--- config.mk ---
export PLATFORM = sky130hd
export DESIGN_NAME = reset_sequencer
export DESIGN_NICKNAME = d
export VERILOG_FILES = /design/src/rtl/reset_sequencer_pkg.sv /design/src/rtl/reset_sequencer_bit_sync.sv /design/src/rtl/reset_sequencer.sv
export SDC_FILE = /design/constraint.sdc
export NUM_CORES = 1
export LEC_CHECK = 0
export CAP_MARGIN = 15
export CORE_ASPECT_RATIO = 0.7
export CORE_UTILIZATION = 50
export CTS_BUF_LIST = sky130_fd_sc_hd__clkbuf_16
export CTS_CLUSTER_SIZE = 14
export DETAILED_ROUTE_END_ITERATION = 6
export HOLD_SLACK_MARGIN = 0.06
export PLACE_DENSITY = 0.77
export SYNTH_ARGS = -nofsm -noshare
export SYNTH_HDL_FRONTEND = slang
export SYNTH_HIERARCHICAL = 1
export SYNTH_SLANG_ARGS = --single-unit
--- constraint.sdc ---
create_clock -name clk -period 5 [get_ports clk]
set_input_delay 0.5 -clock clk [delete_from_list [all_inputs] [get_ports clk]]
set_output_delay 0.5 -clock clk [all_outputs]
set_load 0.01 [all_outputs]
--- src/rtl/reset_sequencer_pkg.sv ---
// Shared constants for the reset sequencer: FSM state encodings and counter widths.
package reset_sequencer_pkg;

  typedef logic [1:0] state_t;

  localparam logic [1:0] ST_WAIT    = 2'd0;
  localparam logic [1:0] ST_STARTUP = 2'd1;
  localparam logic [1:0] ST_STAGE   = 2'd2;
  localparam logic [1:0] ST_DONE    = 2'd3;

  localparam int LOCK_CNT_W = 8;

endpackage

--- src/rtl/reset_sequencer_bit_sync.sv ---
// Multi-flop single-bit synchronizer; clears to 0 while reset is asserted.
module bit_sync #(
  parameter int STAGES = 2
) (
  input  logic clk,
  input  logic rst_n,
  input  logic d,
  output logic q
);

  logic [STAGES-1:0] sync_q;
  logic [STAGES-1:0] sync_d;

  // Shift the asynchronous input in at the LSB.
  always_comb begin
    sync_d = {sync_q[STAGES-2:0], d};
  end

  // Synchronizer chain flops.
  always_ff @(posedge clk or negedge rst_n) begin
    if (!rst_n) sync_q <= '0;
    else        sync_q <= sync_d;
  end

  assign q = sync_q[STAGES-1];

endmodule

--- src/rtl/reset_sequencer.sv ---
// Releases NUM_CH active-high resets one at a time after lock, with hold,
// soft re-sequencing and a saturating lock-loss counter.
//
// state   | meaning
// WAIT    | all resets asserted, waiting for lock_s=1 and hold_s=0
// STARTUP | counting the startup delay before releasing rst_out[0]
// STAGE   | counting the per-stage delay before releasing rst_out[idx]
// DONE    | every reset released; hold ignored
module reset_sequencer
  import reset_sequencer_pkg::*;
#(
  parameter int NUM_CH      = 4,
  parameter int STARTUP_DLY = 65535,
  parameter int STAGE_DLY   = 256,
  parameter int SYNC_STAGES = 2
) (
  input  logic                  clk,
  input  logic                  reset_n,
  input  logic                  lock,
  input  logic                  hold,
  input  logic                  soft_reset,
  output logic [NUM_CH-1:0]     rst_out,
  output logic                  done,
  output logic [LOCK_CNT_W-1:0] lock_lost_cnt
);

  localparam int MAX_DLY = (STARTUP_DLY > STAGE_DLY) ? STARTUP_DLY : STAGE_DLY;
  localparam int CNT_W   = $clog2(MAX_DLY + 1);
  localparam int IDX_W   = $clog2(NUM_CH + 1);

  logic lock_s;
  logic hold_s;

  state_t                  state_q, state_d;
  logic [CNT_W-1:0]        cnt_q, cnt_d;
  logic [IDX_W-1:0]        idx_q, idx_d;
  logic [NUM_CH-1:0]       rst_q, rst_d;
  logic                    done_q, done_d;
  logic [LOCK_CNT_W-1:0]   llc_q, llc_d;
  logic                    lock_loss;

  bit_sync #(.STAGES(SYNC_STAGES)) u_lock_sync (
    .clk   (clk),
    .rst_n (reset_n),
    .d     (lock),
    .q     (lock_s)
  );

  bit_sync #(.STAGES(SYNC_STAGES)) u_hold_sync (
    .clk   (clk),
    .rst_n (reset_n),
    .d     (hold),
    .q     (hold_s)
  );

  // Next-state logic: abort takes precedence over any release on the same edge.
  always_comb begin
    state_d   = state_q;
    cnt_d     = cnt_q;
    idx_d     = idx_q;
    rst_d     = rst_q;
    done_d    = done_q;
    llc_d     = llc_q;
    lock_loss = (state_q != ST_WAIT) && !lock_s;

    if (lock_loss && (llc_q != '1)) llc_d = llc_q + 1'b1;

    if (soft_reset || lock_loss) begin
      state_d = ST_WAIT;
      cnt_d   = '0;
      idx_d   = '0;
      rst_d   = '1;
      done_d  = 1'b0;
    end else begin
      case (state_q)
        ST_WAIT: begin
          cnt_d = '0;
          if (lock_s && !hold_s) state_d = ST_STARTUP;
        end
        ST_STARTUP: begin
          if (!hold_s) begin
            if (cnt_q == CNT_W'(STARTUP_DLY - 1)) begin
              rst_d[0] = 1'b0;
              cnt_d    = '0;
              idx_d    = IDX_W'(1);
              if (NUM_CH == 1) begin
                state_d = ST_DONE;
                done_d  = 1'b1;
              end else begin
                state_d = ST_STAGE;
              end
            end else begin
              cnt_d = cnt_q + 1'b1;
            end
          end
        end
        ST_STAGE: begin
          if (!hold_s) begin
            if (cnt_q == CNT_W'(STAGE_DLY - 1)) begin
              for (int k = 0; k < NUM_CH; k++) begin
                if (idx_q == IDX_W'(k)) rst_d[k] = 1'b0;
              end
              cnt_d = '0;
              if (idx_q == IDX_W'(NUM_CH - 1)) begin
                state_d = ST_DONE;
                done_d  = 1'b1;
              end else begin
                idx_d = idx_q + 1'b1;
              end
            end else begin
              cnt_d = cnt_q + 1'b1;
            end
          end
        end
        default: ;
      endcase
    end
  end

  // State, counters and registered outputs.
  always_ff @(posedge clk or negedge reset_n) begin
    if (!reset_n) begin
      state_q <= ST_WAIT;
      cnt_q   <= '0;
      idx_q   <= '0;
      rst_q   <= '1;
      done_q  <= 1'b0;
      llc_q   <= '0;
    end else begin
      state_q <= state_d;
      cnt_q   <= cnt_d;
      idx_q   <= idx_d;
      rst_q   <= rst_d;
      done_q  <= done_d;
      llc_q   <= llc_d;
    end
  end

  assign rst_out       = rst_q;
  assign done          = done_q;
  assign lock_lost_cnt = llc_q;

endmodule

Yosys cells after proc, flatten, opt, wreduce, memory -nomap -nowiden
Index checks and enable logic that the tools add are counted.
{"block": "totals", "ff_bits": 38, "in_bits": 5, "word_cells": 91}
{"block": "op_classes", "n_addsub": 3, "eq_ne": 17, "mux": 37, "n_reduce_logical": 23}
{"operator": "16-bit two-way mux", "count": 5}
{"operator": "16-bit case mux with 3 select lines", "count": 1}
{"operator": "3-bit != test, second input constant", "count": 8}
{"operator": "3-bit two-way mux", "count": 7}
{"operator": "16-bit by 1-bit adder with 16-bit output, second input constant", "count": 1}
{"operator": "16-bit == test, second input constant", "count": 1}
{"operator": "16-bit by 8-bit == test with 1-bit output, second input constant", "count": 1}
{"operator": "2-bit two-way mux", "count": 7}
{"operator": "4-bit two-way mux", "count": 3}
{"operator": "4-bit AND reduction", "count": 3}
{"operator": "6-bit AND reduction", "count": 2}
{"operator": "2-bit nonzero test", "count": 6}
{"operator": "1-bit two-way mux", "count": 11}
{"operator": "8-bit by 1-bit adder with 8-bit output, second input constant", "count": 1}
{"operator": "8-bit != test, second input constant", "count": 1}
{"operator": "7-bit AND reduction", "count": 1}
{"operator": "3-bit by 2-bit == test with 1-bit output, second input constant", "count": 2}
{"operator": "2-bit case mux with 3 select lines", "count": 1}
{"operator": "3-bit case mux with 2 select lines", "count": 1}
{"operator": "4-bit nonzero test", "count": 1}
{"operator": "3-bit by 1-bit adder with 3-bit output, second input constant", "count": 1}
{"operator": "3-bit by 1-bit == test with 1-bit output, second input constant", "count": 1}
{"operator": "1-bit logical AND", "count": 3}
{"operator": "3-bit zero test", "count": 1}
{"operator": "other kinds (9)", "count": 10}

Longest topological paths before layout
Gate-level depths: netlist (run 1).
{"block": "logic_depth", "word_depth": 6, "mapped_depth": 9, "ltp_nobuf": 7}

Modules after synthesis
The synthesis (run 1) kept the hierarchy.
{"module": "reset_sequencer", "instances": 1, "cells_per_inst": 205, "area_per_inst_um2": 1974.4}
{"module": "bit_sync", "instances": 2, "cells_per_inst": 2, "area_per_inst_um2": 50.0}

Worst setup path before layout (run 1)
No wires, ideal clock.
{"block": "synth_path", "path_kind": "register -> register", "startpoint": "register state_q[0]", "endpoint": "register state_q[1]", "setup_time_ns": 0.121, "arrival_time_ns": 1.921, "path_slack_ns": 2.958, "path_stages_with_launch": 8, "period_less_slack_ns": 2.042, "cell_sequence": "dfrtp_1 > inv_1 > ha_1 > o21bai_1 > a21oi_1 > a311oi_1 > o31ai_1 > a22o_1"}
{"block": "synth_between", "elab_chain_cells": 5, "elab_cells_between_ends": 16}
{"item": "start: declaration", "line": "reset_sequencer.sv:34", "text": "state_t state_q, state_d;"}
{"item": "start signal: assignment", "line": "reset_sequencer.sv:130", "text": "state_q <= state_d;"}
{"item": "2-bit nonzero test", "line": "reset_sequencer.sv:64", "text": "lock_loss = (state_q != ST_WAIT) && !lock_s;"}
{"item": "1-bit logical AND", "line": "reset_sequencer.sv:64"}
{"item": "1-bit logical OR", "line": "reset_sequencer.sv:68", "text": "if (soft_reset || lock_loss) begin"}
{"item": "3-bit != test (no line) or 4-bit nonzero test (tied branches)"}
{"item": "7-bit AND reduction (no line)"}
Parallel ways exist; a longest one is shown, timed or not.
A chain may end at the register's enable or synchronous reset.

Final worst setup path (run 1)
{"block": "layout_path", "startpoint": "register state_q[0]", "endpoint": "register cnt_q[5]"}
{"block": "layout_between", "elab_chain_cells": 5, "elab_cells_between_ends": 12}
{"item": "2-bit nonzero test", "line": "reset_sequencer.sv:64"}
{"item": "1-bit logical AND", "line": "reset_sequencer.sv:64"}
{"item": "1-bit logical OR", "line": "reset_sequencer.sv:68"}
{"item": "3-bit != test (no line) or 4-bit nonzero test (tied branches)"}
{"item": "3-bit AND reduction (no line)"}
{"item": "end signal: assignment", "line": "reset_sequencer.sv:131", "text": "cnt_q <= cnt_d;"}
{"item": "end: declaration", "line": "reset_sequencer.sv:35", "text": "logic [CNT_W-1:0] cnt_q, cnt_d;"}
Parallel ways exist; a longest one is shown, timed or not.

==> flow_summary.yaml, run 1 <==
sta:
  rsz0062_at_grt: "no"
  whs_ns: 0.316
  clock.fmax_mhz: 337
  setup_viol: 0
  hold_viol_final: 0
  period_needed_ns: 2.97
  fin_ws_ns: 2.03
  drv_slew: 0
  tns_ns: 0
  fin_crit_sh_pct: 59.4
  skew_ns: 0.00529
  worst_pin_slew_ns: 1.15
  relSlewSlack_pct: 23.6
clock_network:
  insertion_delay_ns: 0.28
  cts_num_sinks: 38
  cts_setup_buffers: 0
  cts_tree: "yes"
  path_clk_slew_ns: 0.05
  ctsHtreeMaxLevel: 2
  cts_resized: 0
  cts_buffer_depth: 2
  cts_made_buffers: 5
  ctsHoldBuffers: 0
  cts_root_buf: "clkbuf_16"
die:
  io_pins: 18
  die_y_um: 55.9
  die_area_um2: 4410
  row_count: 19
  fp.dieW_um: 79.0
  core_um2: 3950
  start_util_pct: 52.6
global_routing:
  grt_usage_pct: 22.8
  use_met1_pct: 33.2
  overflow: 0
  use_met2_pct: 34.7
  met3_usage_pct: 4.43
  top_usage_layer: "met2"
  grt_pass1_vias: 1636
  grt_pass1_wl_um: 7780
  antenna_found_initial: 0
  grt_max_degree: 39
pwr:
  power_leakage_nw: 0.999
  intPower_uw: 651
  peakVddDrop_v: 0.000321
  finalPower_uw: 971
  switching_share_pct: 32.9
  seqPwrFrac_pct: 40.3
  p_per_area_nw_per_um2: 400
  p_clk_share_pct: 30.4
  switchingPower_uw: 319
  p_comb_share_pct: 29.3
setup_path:
  cp_max_fo: 15
  rr_worst_depth: 7
  arrival_ns: 3.14
  r2r-start: "state_q[0]$_DFFE_PN0P_"
  critPathCaptureType: "flop"
  critical_path_class: "reg2reg"
  worstPathRequired_ns: 5.17
  r2r-end: "cnt_q[5]$_DFFE_PN0P_"
  regToRegSetupSlack_ns: 2.03
  cp-start-kind: "flop"
drt:
  drt_iter0_drc: 100
  routed_wl_um: 4540
  vias: 1726
  detail_route.vias_per_cell: 6.12
  first_pass_iters: 4
  avgRoutedWirePerCell_um: 16.1
  drc: 0
  drtAntennaViolNets: 0
finish:
  nets: 245
  fin_cells: 282
  drive_above_1_share_pct: 9.57
  antenna_cells: 0
  fillers: 347
  area_growth_pct: 16.8
yosys:
  synth_compound_area_share_pct: 17.9
  synth-xor-area-share_pct: 2.96
  synth_ff_type: "dfrtp_1"
  synth_adder_area_share_pct: 6.63
  synth_cell_types: 52
  synth_area_um2: 2070
  yosys.area_share.simple_pct: 21.8
  synth-edff-count: 0
  ys_warn_count: 6
  ys_seq_elements: 38
  syn_nets: 225
  async_reset_ff_share_pct: 100
  syn_avg_cell_area_um2: 9.93
  ys_seq_area_share_pct: 46.1
  synth_top_family_by_area: "simple AND/OR/NAND/NOR gates"
  muxShareOfSynthArea_pct: 1.51
  synthCells: 209
run:
  drv_cap: 0
worst_hold_path:
  hold_class: "in2async"
place:
  io_buffers: 17
  dpl.hpwl_um: 3140
  dp_cells: 274
  place_congestion: 0.841
  place_ws_ns: 1.99
run_status:
  status: "finished, final reports clean"
## worst max-delay path by stage
stage               cells after the start  slack, ns                     end              startpoint
CTS                                     7       2.04    cnt_q[5]$_DFFE_PN0P_  state_q[0]$_DFFE_PN0P_
global placement                        6       2.06   cnt_q[14]$_DFFE_PN0P_              soft_reset
floorplan                               7       2.96  state_q[1]$_DFFE_PN0P_  state_q[0]$_DFFE_PN0P_
global route                            7       1.78    cnt_q[5]$_DFFE_PN0P_  state_q[0]$_DFFE_PN0P_
detailed placement                      6       1.99   cnt_q[14]$_DFFE_PN0P_              soft_reset
finish                                  7       2.03    cnt_q[5]$_DFFE_PN0P_  state_q[0]$_DFFE_PN0P_
## registers in the layout, indices dropped and copies added (netlist names)
signal              count
cnt_q                  16
lock_lost_cnt           8
rst_out                 4
idx_q                   3
state_q                 2
u_hold_sync/sync_q      2
u_lock_sync/sync_q      2
done                    1
## per-layer routing
| layer | part of all wire, % | routed length, µm |
|---|---|---|
| met5 | 0 | 0 |
| met4 | 1.1 | 51 |
| met3 | 5.6 | 253 |
| met1 | 49 | 2240 |
| met2 | 44 | 1990 |
## logic make-up (layout without fill, tap and decap cells)
| group | after synthesis | in the layout |
|---|---|---|
| buffers and inverters | 16 | 37 |
| DFF | 38 | 38 |
| AOI/OAI and AO/OA | 52 | 52 |
| and+or+nand+nor | 82 | 82 |
| adders and majority gates | 11 | 11 |
| xor gates and xnor gates | 7 | 7 |
| muxes | 3 | 3 |
## synth_stat cells (all sizes together), types with 6 or more instances
cell type | number | area share [%]
dfrtp | 34 | 41
nand2 | 19 | 3.6
nand3 | 17 | 4.1
inv | 12 | 2.2
ha | 11 | 6.6
nand4 | 10 | 3.3
a21oi | 9 | 2.4
o21ai | 8 | 1.9
a31oi | 7 | 2.1
and3 | 6 | 1.8
nor2 | 6 | 1.1
nor4 | 6 | 1.8
## layout make-up
cell class	instances	area [µm²]	area share, %
tap	52	65.1	2.68
timing repair buffer	17	165	6.81
clock buffer	5	125	5.16
inverter	12	45.0	1.86
multi-input combinational	155	1050	43.5
sequential	38	956	39.4
clock inverter	3	13.8	0.568
## worst max-delay path, stage by stage (launching register included)
cell and delay, ns:
dfrtp_1 0.39, inv_1 0.08, ha_1 0.32, inv_1 0.19, a41o_1 0.30, o22ai_1 0.89
nand2_2 0.30, o311ai_1 0.37
## layout by cell type, fill, tap and decap left out, types with 4 or more instances in the layout
master,n
nand2_1,18
nor4_1,6
and3_1,6
xor2_1,4
a21oi_1,8
dfstp_2,4
clkbuf_16,5
ha_1,11
inv_1,13
a21o_1,4
dfrtp_1,34
clkdlybuf4s50_1,16
a31oi_1,7
o21ai_0,7
nor2_1,6
nand4_1,9
nand3_1,17
## through the flow
step           instance area (µm²)  util (%)
6_report                      2420      61.4
5_1_grt                       2420      61.4
4_1_cts                       2420      61.4
3_5_place_dp                  2280      57.9
3_3_place_gp                  2280      57.9
2_1_floorplan                 2070         -
## power by group through the flow
stage	clock network (mW)	logic, mW	registers [mW]
2_1_floorplan	0	0.178	0.397
3_3_place_gp	0	0.277	0.394
3_5_place_dp	0	0.281	0.396
4_1_cts	0.300	0.285	0.391
5_1_grt	0.312	0.321	0.397
6_report	0.295	0.285	0.391
(Power assumes the default switching activity.)
==> run 2: changes to the inputs <==
--- a/config.mk
+++ b/config.mk
@@ -12,7 +12,7 @@
 export CTS_CLUSTER_SIZE = 14
 export DETAILED_ROUTE_END_ITERATION = 6
 export HOLD_SLACK_MARGIN = 0.06
-export PLACE_DENSITY = 0.77
+export PLACE_DENSITY = 0.79
 export SYNTH_ARGS = -nofsm -noshare
 export SYNTH_HDL_FRONTEND = slang
 export SYNTH_HIERARCHICAL = 1
==> constraint.sdc (replaced) <==
create_clock -name clk -period 2.7 [get_ports clk]
set_input_delay 0.27 -clock clk [delete_from_list [all_inputs] [get_ports clk]]
set_output_delay 0.27 -clock clk [all_outputs]
set_load 0.01 [all_outputs]
==> run 2 against run 1 <==
  * Total power up 110%
  * Non-clock buffer count increased by 4
  * Worst setup slack worse by 1.6 ns
  * Combinational power is 93% higher
  * Worst hold slack worse by 0.24 ns
  * Global-route usage is 0.80 points higher
  * Wire length grew 2.8%
  * Sequential share of layout area shrank 1.3 points
  * First-iteration DRC count is 19% higher
  * Largest cell class unchanged
==> flow_summary.yaml, run 2 (synthesis gave the netlist of run 1 again) <==
sta:
  skew_ns: 0.00442
  hold_viol_final: 0
  tns_ns: 0
  period_needed_ns: 2.26
  setup_viol: 0
  worst_pin_slew_ns: 0.815
  whs_ns: 0.0811
  clock.fmax_mhz: 442
  relSlewSlack_pct: 45.7
  rsz0062_at_grt: "no"
  drv_slew: 0
  fin_crit_sh_pct: 83.8
global_routing:
  grt_pass1_vias: 1621
  met3_usage_pct: 5.90
  antenna_found_initial: 0
  grt_pass1_wl_um: 7990
  grt_max_degree: 39
  use_met2_pct: 31.3
  grt_usage_pct: 23.6
  top_usage_layer: "met1"
  overflow: 0
  use_met1_pct: 37.2
clock_network:
  path_clk_slew_ns: 0.05
  cts_made_buffers: 5
  insertion_delay_ns: 0.28
  cts_setup_buffers: 0
  ctsHoldBuffers: 0
  cts_tree: "yes"
  cts_root_buf: "clkbuf_16"
  cts_buffer_depth: 2
  ctsHtreeMaxLevel: 2
  cts_num_sinks: 38
  cts_resized: 0
setup_path:
  r2r-start: "state_q[0]$_DFFE_PN0P_"
  rr_worst_depth: 7
  critical_path_class: "reg2reg"
  critPathCaptureType: "flop"
  worstPathRequired_ns: 2.86
  cp-start-kind: "flop"
  cp_max_fo: 8
  arrival_ns: 2.43
  regToRegSetupSlack_ns: 0.44
  r2r-end: "state_q[1]$_DFFE_PN0P_"
die:
  core_um2: 3950
  start_util_pct: 52.6
  die_y_um: 55.9
  row_count: 19
  fp.dieW_um: 79.0
  io_pins: 18
  die_area_um2: 4410
place:
  io_buffers: 17
  place_congestion: 0.912
  dpl.hpwl_um: 3250
  dpl_cell_area_um2: 2310
worst_hold_path:
  hold_class: "in2async"
drt:
  detail_route.vias_per_cell: 6.16
  drc: 0
  avgRoutedWirePerCell_um: 16.3
  drtAntennaViolNets: 0
  first_pass_iters: 5
  vias: 1762
  drt_iter0_drc: 119
  routed_wl_um: 4670
finish:
  final_cell_area_um2: 2500
  mostFrequentLayoutCell: "dfrtp_1"
  antenna_cells: 0
  largest-register: "cnt_q"
  nets: 249
  fillers: 328
  largest_reg_flops: 16
  drive_above_1_share_pct: 11.1
  area_growth_pct: 20.7
  final_cell_mix: "dfrtp_1, nand2_1, nand3_1, clkdlybuf4s50_1, inv_1"
pwr:
  peakVddDrop_v: 0.000431
  p_per_area_nw_per_um2: 808
  power_leakage_nw: 1.04
run_status:
  status: "finished, final reports clean"
run:
  drv_cap: 0
==> run 2: worst max path at each step <==
stage,slack [ns],to,startpoint
final,0.44,state_q[1]$_DFFE_PN0P_,state_q[0]$_DFFE_PN0P_
after global routing,0.32,state_q[1]$_DFFE_PN0P_,state_q[0]$_DFFE_PN0P_
after CTS,0.53,cnt_q[3]$_DFFE_PN0P_,state_q[0]$_DFFE_PN0P_
after detailed placement,0.56,cnt_q[10]$_DFFE_PN0P_,cnt_q[9]$_DFFE_PN0P_
after global placement,0.56,state_q[1]$_DFFE_PN0P_,idx_q[0]$_DFFE_PN0P_
after floorplan,0.66,state_q[1]$_DFFE_PN0P_,state_q[0]$_DFFE_PN0P_
==> run 2: critical path: stages, from the launching register on <==
cell      delay, ns
dfrtp_1        0.39
inv_1          0.08
ha_1           0.31
o21ai_0        0.29
a21oi_1        0.15
a311oi_1       0.46
o31ai_1        0.20
a22o_1         0.27
==> run 2: metal layers <==
layer | part of all wire, % | routed length (µm)
met5 | 0 | 0
met3 | 6.9 | 322
met4 | 0.84 | 39
met1 | 49 | 2300
met2 | 43 | 2000
==> run 2: cell type report <==
class / instances / area (µm²) / area share [%]
Inverter: 12 / 45.0 / 1.80
Sequential cell: 38 / 956 / 38.2
Clock buffer: 5 / 125 / 5.00
Multi-Input combinational cell: 155 / 1050 / 42.1
Tap cell: 52 / 65.1 / 2.60
Clock inverter: 3 / 63.8 / 2.55
Timing Repair Buffer: 21 / 195 / 7.80
==> run 2: stage by stage <==
stage	utilization [%]	setup slack, ns	power (mW)	instances
after floorplan	-	0.658	1.07	209
after global placement	58.7	0.562	1.26	278
after detailed placement	58.7	0.560	1.27	278
after CTS	63.4	0.530	2.03	286
after global routing	63.4	0.322	2.13	286
final	63.4	0.438	2.02	286
==> run 2: power by group <==
| part | internal [mW] | leakage, nW | switching (mW) | total (mW) |
|---|---|---|---|---|
| Clock | 0.526 | 0.0915 | 0.222 | 0.748 |
| Combinational | 0.244 | 0.448 | 0.306 | 0.550 |
| Sequential | 0.640 | 0.497 | 0.0863 | 0.726 |
==> run 3: changes to the inputs <==
--- a/config.mk
+++ b/config.mk
@@ -12,7 +12,7 @@
 export CTS_CLUSTER_SIZE = 14
 export DETAILED_ROUTE_END_ITERATION = 6
 export HOLD_SLACK_MARGIN = 0.06
-export PLACE_DENSITY = 0.79
+export PLACE_DENSITY = 0.77
 export SYNTH_ARGS = -nofsm -noshare
 export SYNTH_HDL_FRONTEND = slang
 export SYNTH_HIERARCHICAL = 1
==> constraint.sdc (replaced) <==
create_clock -name clk -period 2.1 [get_ports clk]
set_input_delay 0.21 -clock clk [delete_from_list [all_inputs] [get_ports clk]]
set_output_delay 0.21 -clock clk [all_outputs]
set_load 0.01 [all_outputs]
==> run 3 against run 2 <==
  * Worst hold slack got worse by 0.051 ns
  * Highest routed layer unchanged
  * Critical endpoint is now cnt_q[10]$_DFFE_PN0P_
  * Sequential power rose by 28%
  * Worst setup slack worse by 0.43 ns
==> flow_summary.yaml, run 3 (synthesis gave the netlist of run 1 again) <==
finish:
  seq_area_um2: 956
  largest-register: "cnt_q"
  area_growth_pct: 27.3
  nets: 268
  largest_reg_flops: 16
  drive_above_1_share_pct: 19.0
  final_cell_mix: "dfrtp_1, buf_4, nand2_1, nand3_1, clkdlybuf4s50_1"
  antenna_cells: 0
  fin_util_pct: 66.9
  multi_input_area_um2: 1100
  mostFrequentLayoutCell: "dfrtp_1"
  fillers: 303
clock_network:
  ctsHoldBuffers: 0
  cts_buffer_depth: 2
  cts_root_buf: "clkbuf_16"
  ctsHtreeMaxLevel: 2
  insertion_delay_ns: 0.28
  cts_num_sinks: 38
  path_clk_slew_ns: 0.05
  cts_made_buffers: 5
  cts_tree: "yes"
pwr:
  switchingPower_uw: 800
  p_comb_share_pct: 33.6
  peakVddDrop_v: 0.000704
  seqPwrFrac_pct: 38.1
  p_per_area_nw_per_um2: 923
  switching_share_pct: 32.8
  p_clk_share_pct: 28.3
  power_leakage_nw: 1.14
  intPower_mw: 1.64
  finalPower_mw: 2.44
run:
  drv_cap: 0
setup_path:
  regToRegSetupSlack_ns: 0.01
  rr_worst_depth: 7
  cp_max_fo: 10
  r2r-end: "cnt_q[10]$_DFFE_PN0P_"
  arrival_ns: 2.25
  cp-start-kind: "flop"
  critical_path_class: "reg2reg"
  cp_slowest_cell: "dfrtp_1"
  cpMostUsedCell: "buf_4"
  crit_chain: "nor4_2 -> buf_4 -> a41o_1 -> o22ai_2 -> buf_4 -> and3_1 -> a211o_1"
  worstPathRequired_ns: 2.26
  r2r-start: "cnt_q[9]$_DFFE_PN0P_"
  critPathCaptureType: "flop"
  max_stage_delay_ns: 0.45
sta:
  relSlewSlack_pct: 44.9
  tns_ns: 0
  skew_ns: 0.00385
  setup_viol: 0
  clock.fmax_mhz: 479
  drv_slew: 0
  hold_viol_final: 0
  worst_pin_slew_ns: 0.827
  rsz0062_at_grt: "yes"
  fin_crit_sh_pct: 99.5
  period_needed_ns: 2.09
global_routing:
  grt_pass1_vias: 1664
  antenna_found_initial: 0
  grt_usage_pct: 23.8
  overflow: 0
  grt_max_degree: 39
  grt_pass1_wl_um: 8000
run_status:
  status: "finished, final reports clean"
drt:
  vias: 1820
  detail_route.vias_per_cell: 5.97
  first_pass_iters: 4
  avgRoutedWirePerCell_um: 16.2
  drc: 0
  routed_wl_um: 4930
  drt_iter0_drc: 116
  drtAntennaViolNets: 0
place:
  io_buffers: 17
  place_congestion: 0.948
  dpl.hpwl_um: 3450
die:
  die_area_um2: 4410
  die_y_um: 55.9
  core_um2: 3950
  io_pins: 18
  fp.dieW_um: 79.0
  row_count: 19
  start_util_pct: 52.6
worst_hold_path:
  hold_class: "in2async"
==> run 3: cell types whose count changed in the layout (fill, tap and decap cells not counted), sizes merged <==
cell,change
inv,+3
clkinv,-1
bufinv,-2
buf,+19
==> run 3: stage by stage <==
step / hold slack [ns] / cells / setup WS [ns] / instance area, µm²
floorplan: -0.0856 / 209 / 0.0583 / 2070
global placement: 0.332 / 295 / 0.109 / 2440
detailed placement: 0.336 / 295 / 0.0648 / 2440
CTS: 0.0647 / 303 / 0.0321 / 2580
global route: 0.117 / 305 / -0.0570 / 2640
finish: 0.0297 / 305 / 0.0104 / 2640
==> run 3: cell type report <==
type                    instances  share of cell area [%]
clock buffers                   5                    4.74
clock inverters                 3                   0.427
inverters                      12                    1.71
multi-input cells             155                    41.7
flip-flops and latches         38                    36.2
well taps                      52                    2.46
repair buffers                 40                    12.8
==> run 3: worst max path at each step <==
stage                                      start                     end  slack (ns)  depth (start not counted)
after floorplan           state_q[0]$_DFFE_PN0P_  state_q[1]$_DFFE_PN0P_        0.06                          7
after global placement      cnt_q[9]$_DFFE_PN0P_   cnt_q[10]$_DFFE_PN0P_        0.11                          7
after detailed placement    cnt_q[9]$_DFFE_PN0P_   cnt_q[10]$_DFFE_PN0P_        0.06                          7
after CTS                   cnt_q[9]$_DFFE_PN0P_   cnt_q[10]$_DFFE_PN0P_        0.03                          7
after global routing        cnt_q[9]$_DFFE_PN0P_   cnt_q[10]$_DFFE_PN0P_       -0.06                          7
final                       cnt_q[9]$_DFFE_PN0P_   cnt_q[10]$_DFFE_PN0P_        0.01                          7
==> run 3: layer usage <==
| metal | track usage, % | wire length, µm | share of wire [%] |
|---|---|---|---|
| met1 | 35.8 | 2420 | 49 |
| met2 | 34.1 | 2120 | 43 |
| met3 | 5.74 | 341 | 6.9 |
| met4 | 6.23 | 48 | 0.97 |
| met5 | 0 | 0 | 0 |
==> run 3: timing repair <==
item                                    CTS  global route
endpoints found under the setup margin    0            10
buffers inserted                          0             2
gates resized for setup                   0             8
hold endpoints to repair                  0             0
==> run 3: power by group through the flow <==
stage | clock (mW) | sequential, mW | combinational, mW
floorplan | 0 | 0.946 | 0.425
global placement | 0 | 0.930 | 0.746
detailed placement | 0 | 0.939 | 0.766
CTS | 0.697 | 0.927 | 0.774
global route | 0.736 | 0.939 | 0.900
finish | 0.690 | 0.928 | 0.819
==> run 3: worst max-delay path, delay by kind of cell (launching register included) <==
kind                   cells  cell delay (ns)
DFF                        1             0.45
AOI/OAI and AO/OA          3             0.63
buffers and inverters      2             0.38
and+or+nand+nor            2             0.51
